===== src/rtl/serial_add_seq.sv =====
// serial_add_seq
//   Bit-serial add sequencer wrapped around one external single-bit full-adder
//   cell. It loads two WIDTH-bit operands and feeds one bit pair plus the
//   registered carry to the cell each clock, LSB first. It collects the cell's
//   sum and carry-out and builds the WIDTH-bit result. One addition takes
//   WIDTH cycles in RUN, then one cycle in DONE.
//
// Optional build macro: SERIAL_SUB_EN
//   Adds the `sub` input. When sub=1 the block computes op_a - op_b. It does
//   this by inverting the B bit and forcing the initial carry to 1, so
//   cout=1 means "no borrow".
//
// Ports
//   clk      in   system clock, rising edge
//   rst_n    in   asynchronous active-low reset
//   start    in   begin an operation (sampled only in IDLE)
//   op_a     in   [WIDTH] operand A, captured on the accepted start edge
//   op_b     in   [WIDTH] operand B, captured on the accepted start edge
//   cin      in   initial carry, captured on the accepted start edge
//   sub      in   (SERIAL_SUB_EN only) subtract select, captured with operands
//   busy     out  high while bits are being processed
//   done     out  one-cycle pulse; result/cout valid
//   result   out  [WIDTH] sum, held until the next accepted start
//   cout     out  final carry-out, held until the next accepted start
//   fa_a     out  bit to full-adder input a
//   fa_b     out  bit to full-adder input b
//   fa_c     out  carry to full-adder input c
//   fa_sum   in   sum returned by the full adder
//   fa_cout  in   carry-out returned by the full adder
module serial_add_seq #(
  parameter int WIDTH = 8
) (
  input  logic             clk,
  input  logic             rst_n,
  input  logic             start,
  input  logic [WIDTH-1:0] op_a,
  input  logic [WIDTH-1:0] op_b,
  input  logic             cin,
`ifdef SERIAL_SUB_EN
  input  logic             sub,
`endif
  output logic             busy,
  output logic             done,
  output logic [WIDTH-1:0] result,
  output logic             cout,
  output logic             fa_a,
  output logic             fa_b,
  output logic             fa_c,
  input  logic             fa_sum,
  input  logic             fa_cout
);

  localparam int CNT_W = $clog2(WIDTH);
  localparam logic [CNT_W-1:0] LAST = CNT_W'(WIDTH - 1);

  typedef enum logic [1:0] {
    IDLE = 2'd0,
    RUN  = 2'd1,
    DONE = 2'd2
  } state_t;

  state_t           state_q;
  state_t           state_d;
  logic [WIDTH-1:0] a_sh;
  logic [WIDTH-1:0] b_sh;
  logic             carry_q;
  logic [CNT_W-1:0] cnt;
  logic             accept;
  logic             last_bit;
  logic             b_inv;
  logic             carry_init;

`ifdef SERIAL_SUB_EN
  logic sub_q;

  always_ff @(posedge clk or negedge rst_n) begin
    if (!rst_n) begin
      sub_q <= 1'b0;
    end else if (accept) begin
      sub_q <= sub;
    end
  end

  // Subtraction is A + ~B + 1: invert the B stream and seed the carry with 1.
  assign b_inv      = sub_q;
  assign carry_init = sub ? 1'b1 : cin;
`else
  assign b_inv      = 1'b0;
  assign carry_init = cin;
`endif

  assign accept   = (state_q == IDLE) && start;
  assign last_bit = (cnt == LAST);

  // State register
  always_ff @(posedge clk or negedge rst_n) begin
    if (!rst_n) begin
      state_q <= IDLE;
    end else begin
      state_q <= state_d;
    end
  end

  // Next-state logic
  always_comb begin
    state_d = state_q;
    case (state_q)
      IDLE:    if (start) state_d = RUN;
      RUN:     if (last_bit) state_d = DONE;
      DONE:    state_d = IDLE;
      default: state_d = IDLE;
    endcase
  end

  // Operand shifters, carry, bit counter and result assembly
  always_ff @(posedge clk or negedge rst_n) begin
    if (!rst_n) begin
      a_sh    <= '0;
      b_sh    <= '0;
      carry_q <= 1'b0;
      cnt     <= '0;
      result  <= '0;
      cout    <= 1'b0;
    end else if (accept) begin
      a_sh    <= op_a;
      b_sh    <= op_b;
      carry_q <= carry_init;
      cnt     <= '0;
      result  <= '0;
      cout    <= 1'b0;
    end else if (state_q == RUN) begin
      a_sh    <= a_sh >> 1;
      b_sh    <= b_sh >> 1;
      // The sum arrives LSB first, so it enters at the MSB. After WIDTH
      // shifts, bit 0 has reached position 0.
      result  <= {fa_sum, result[WIDTH-1:1]};
      carry_q <= fa_cout;
      if (last_bit) begin
        cout <= fa_cout;
      end else begin
        cnt <= cnt + 1'b1;
      end
    end
  end

  // The full-adder drive comes from registers only. This keeps start and the
  // operand inputs out of the combinational loop through the cell.
  always_comb begin
    busy = (state_q == RUN);
    done = (state_q == DONE);
    fa_a = 1'b0;
    fa_b = 1'b0;
    fa_c = 1'b0;
    if (state_q == RUN) begin
      fa_a = a_sh[0];
      fa_b = b_sh[0] ^ b_inv;
      fa_c = carry_q;
    end
  end

endmodule

===== config.mk =====
export PLATFORM = sky130hd
export DESIGN_NAME = serial_add_seq
export DESIGN_NICKNAME = d
export VERILOG_FILES = /design/src/rtl/serial_add_seq.sv
export SDC_FILE = /design/constraint.sdc
export NUM_CORES = 1
export LEC_CHECK = 0
export ABC_CLOCK_PERIOD_IN_PS = 1900
export BUFFER_PORTS_ARGS = -buffer_cell sky130_fd_sc_hd__buf_2
export CORE_MARGIN = 4
export CORE_UTILIZATION = 45
export CTS_CLUSTER_SIZE = 24
export DETAILED_ROUTE_END_ITERATION = 10
export GPL_ROUTABILITY_DRIVEN = 0
export PLACE_DENSITY = 0.69
export SYNTH_ARGS = -nofsm -noshare
export SYNTH_HDL_FRONTEND = slang
export SYNTH_SLANG_ARGS = --single-unit

===== constraint.sdc =====
create_clock -name clk -period 1.9 [get_ports clk]
set_input_delay 0.38 -clock clk [delete_from_list [all_inputs] [get_ports clk]]
set_output_delay 0.38 -clock clk [all_outputs]
set_load 0.05 [all_outputs]

==> metrics <==
Detailed Route Iter0 Violations 74; Peak supply drop 942 µV; net switching component of the power 1.56 mW; number of global-route vias before repair 1218; post-detail-place hpwl 2100 µm; number of unique standard cell types used by synthesis 27; number of clock sinks 31; setup violators final 0; number of fill cells 299; number of warnings issued by yosys 0; clock-pin slew reported for the worst setup and hold paths after clock tree synthesis 0.10 ns; worst-path fanout max 13; Via Count 1093; height of the die 65.6 µm; LEAKAGE 0.828 nW; Syn Std Cell Area 1490 µm²; first drt pass iteration count 4; global route overflow 0; DRC Markers 0; Final ANT Viol Nets 0; Final nets 176; register bit count reported by yosys 31; run status finished, final reports clean; setup total negative slack 0 ns; min-delay worst type in -> async; area of the multi-input gates 613 µm²; proportion of netlist area held by the largest area contributor 51.9%; minimum period implied by the final worst setup slack 1.80 ns; Die W 65.6 µm; clock insertion delay at the later pin of the skew report 0.33 ns; number of antenna violations at the first check in global routing 0; H-tree levels 2; IO Port Bufs 35; overall routing resource usage 16.9%; type of element capturing the critical path output port; pwr/cell area 2020 nW/µm²; count of antenna diodes in the layout 0; initial core utilization 48.1%; CORE AREA 3100 µm²; Sw Ratio 43.5%; area added between synthesis and finish 19.1%; buffer type at the clock tree root sky130_fd_sc_hd__clkbuf_4; most common cell after layout, fill and taps aside sky130_fd_sc_hd__buf_2; Routed WL 3140 µm; die area 4310 µm²; Mapped Nets 140; Longest Clk Path Bufs 2; Num CTS Buffers 5; type of the worst setup path reg -> out; total area of sequential cells 776 µm²; DR WL/cell 15.9 µm; highest-count cells in the layout ignoring fill and taps sky130_fd_sc_hd__buf_2 (32), sky130_fd_sc_hd__dfrtp_1 (31), sky130_fd_sc_hd__or4b_1 (15), sky130_fd_sc_hd__o221a_2 (15); share of power burned in combinational logic 52.7%; worst slew pin tran 0.667 ns; number of hold violations in the final report 0; crit start category flop; library cell occupying the most area in the post-synthesis netlist sky130_fd_sc_hd__dfrtp_1; Final Slew Violations 0; worst slew margin relative to its limit 55.5%; RSZ-0062 raised after global routing no; required time at the endpoint of the critical path 1.52 ns; share of the yosys chip area belonging to registers 51.9%; ranking of synthesized cells by area sky130_fd_sc_hd__dfrtp_1 (52%), sky130_fd_sc_hd__o221a_2 (11%), sky130_fd_sc_hd__or4b_1 (10%); max capacitance violation total 0; internal power summed over all cells 2.03 mW; timing-limited maximum frequency 555 MHz; postcts setup bufs 0; Avg Synthesized Cell Area 12.9 µm²; TritonCTS clock tree done; proportion of layout cells with a drive suffix above 1 44.4%; Tot Pwr 3.59 mW; maximum number of pins on one net before global-route repair 32; data arrival time at the worst-slack endpoint 1.42 ns; io pins 36; Fin Clk Skew 0.00932 ns; register share of total power 32.3%; clock network fraction of total power 15.0%; final worst-path cycle share 94.8%; number of placement rows 20; vias per cell 5.55; cell count after synthesis 116; global-route wire length before repair 5510 µm
## routing by layer
metal | GRT usage, % | vias to the layer above | share of wire [%]
li1 | - | 531 | -
met1 | 18.4 | 527 | 42
met2 | 29.3 | 28 | 49
met3 | 5.30 | 7 | 6.5
met4 | 8.55 | 0 | 2.1
met5 | 0 | - | 0
## Yosys cell counts
cell type	instances
sky130_fd_sc_hd__a22o_1	8
sky130_fd_sc_hd__buf_4	1
sky130_fd_sc_hd__o221ai_1	4
sky130_fd_sc_hd__nor3b_1	2
sky130_fd_sc_hd__a211o_1	1
sky130_fd_sc_hd__o21ba_1	1
sky130_fd_sc_hd__nand3_1	3
sky130_fd_sc_hd__and2_1	4
sky130_fd_sc_hd__or2_2	1
sky130_fd_sc_hd__o221a_2	15
sky130_fd_sc_hd__inv_1	4
sky130_fd_sc_hd__nor4bb_1	2
sky130_fd_sc_hd__dfrtp_1	31
sky130_fd_sc_hd__a21oi_1	1
sky130_fd_sc_hd__buf_2	5
sky130_fd_sc_hd__inv_2	1
sky130_fd_sc_hd__nand2_1	3
sky130_fd_sc_hd__clkbuf_1	1
sky130_fd_sc_hd__ha_1	2
sky130_fd_sc_hd__o21bai_2	1
sky130_fd_sc_hd__a211o_2	1
sky130_fd_sc_hd__buf_6	4
sky130_fd_sc_hd__clkbuf_2	1
sky130_fd_sc_hd__or4b_1	15
sky130_fd_sc_hd__nand2b_1	2
sky130_fd_sc_hd__nor2b_1	1
sky130_fd_sc_hd__nand3b_1	1
## power groups by stage
stage / Combinational, mW / Sequential (mW) / Clock, mW
floorplan: 1.24 / 1.43 / 0
global placement: 1.81 / 1.16 / 0
detailed placement: 1.87 / 1.17 / 0
CTS: 1.88 / 1.16 / 0.553
global route: 2.03 / 1.20 / 0.585
finish: 1.89 / 1.16 / 0.538
## final timing paths
path	startpoint	to	slack, ns	cells past startpoint
max	state_q[1]	fa_c	0.1	4
min	rst_n	b_sh[0]	0.07	1
max reg2reg	cnt[0]	cnt[1]	0.41	4
min reg2reg	result[0]	result[0]	0.51	1
max in group asynchronous	rst_n	a_sh[2]	1.40	1
min in group clk	fa_sum	result[7]	0.27	2
## timing repair
| item | in CTS | in global routing |
|---|---|---|
| endpoints found under the setup margin | 0 | 3 |
| gates resized for setup | 0 | 4 |
| hold buffers | 0 | 0 |
## critical path, stage by stage (launching register included)
cell                       delay [ns]
sky130_fd_sc_hd__dfrtp_1         0.39
sky130_fd_sc_hd__nand2b_1        0.19
sky130_fd_sc_hd__inv_4           0.14
sky130_fd_sc_hd__and2_1          0.14
sky130_fd_sc_hd__clkbuf_4        0.22
## state kept, by name (all words and copies together) (netlist names)
register,cells
a_sh,8
cnt,3
state_q,2
carry_q,1
cout,1
b_sh,8
result,8
## cells by family (layout without fill, tap and decap cells)
logic type               after synthesis  in the layout  share of synthesized area [%]
AO/OA/AOI/OAI                         32             32                           21.4
flip-flops                            31             31                           51.9
buffers and inverters                 17             54                           7.03
adder cells (fa/ha/maj)                2              2                           1.67
AND/OR/NAND/NOR                       34             34                           18.0
## area by class of cell
cell class	instances	area share (%)
Clock buffer	6	2.88
Clock inverter	2	1.97
Inverter	5	1.20
Multi-Input combinational cell	68	34.5
Sequential cell	31	43.6
Tap cell	44	3.09
Timing Repair Buffer	41	12.8
## through the flow
stage | setup slack [ns] | area, µm² | utilization [%] | cells | hold slack (ns)
CTS | 0.0213 | 1770 | 57.0 | 197 | 0.0788
finish | 0.0990 | 1780 | 57.3 | 197 | 0.0652
global route | 0.0221 | 1780 | 57.3 | 197 | 0.121
global placement | 0.440 | 1680 | 54.2 | 189 | 0.449
floorplan | 0.105 | 1490 | - | 116 | 0.0844
detailed placement | 0.405 | 1680 | 54.2 | 189 | 0.458
Note: power is estimated with default switching activity, not from simulation.
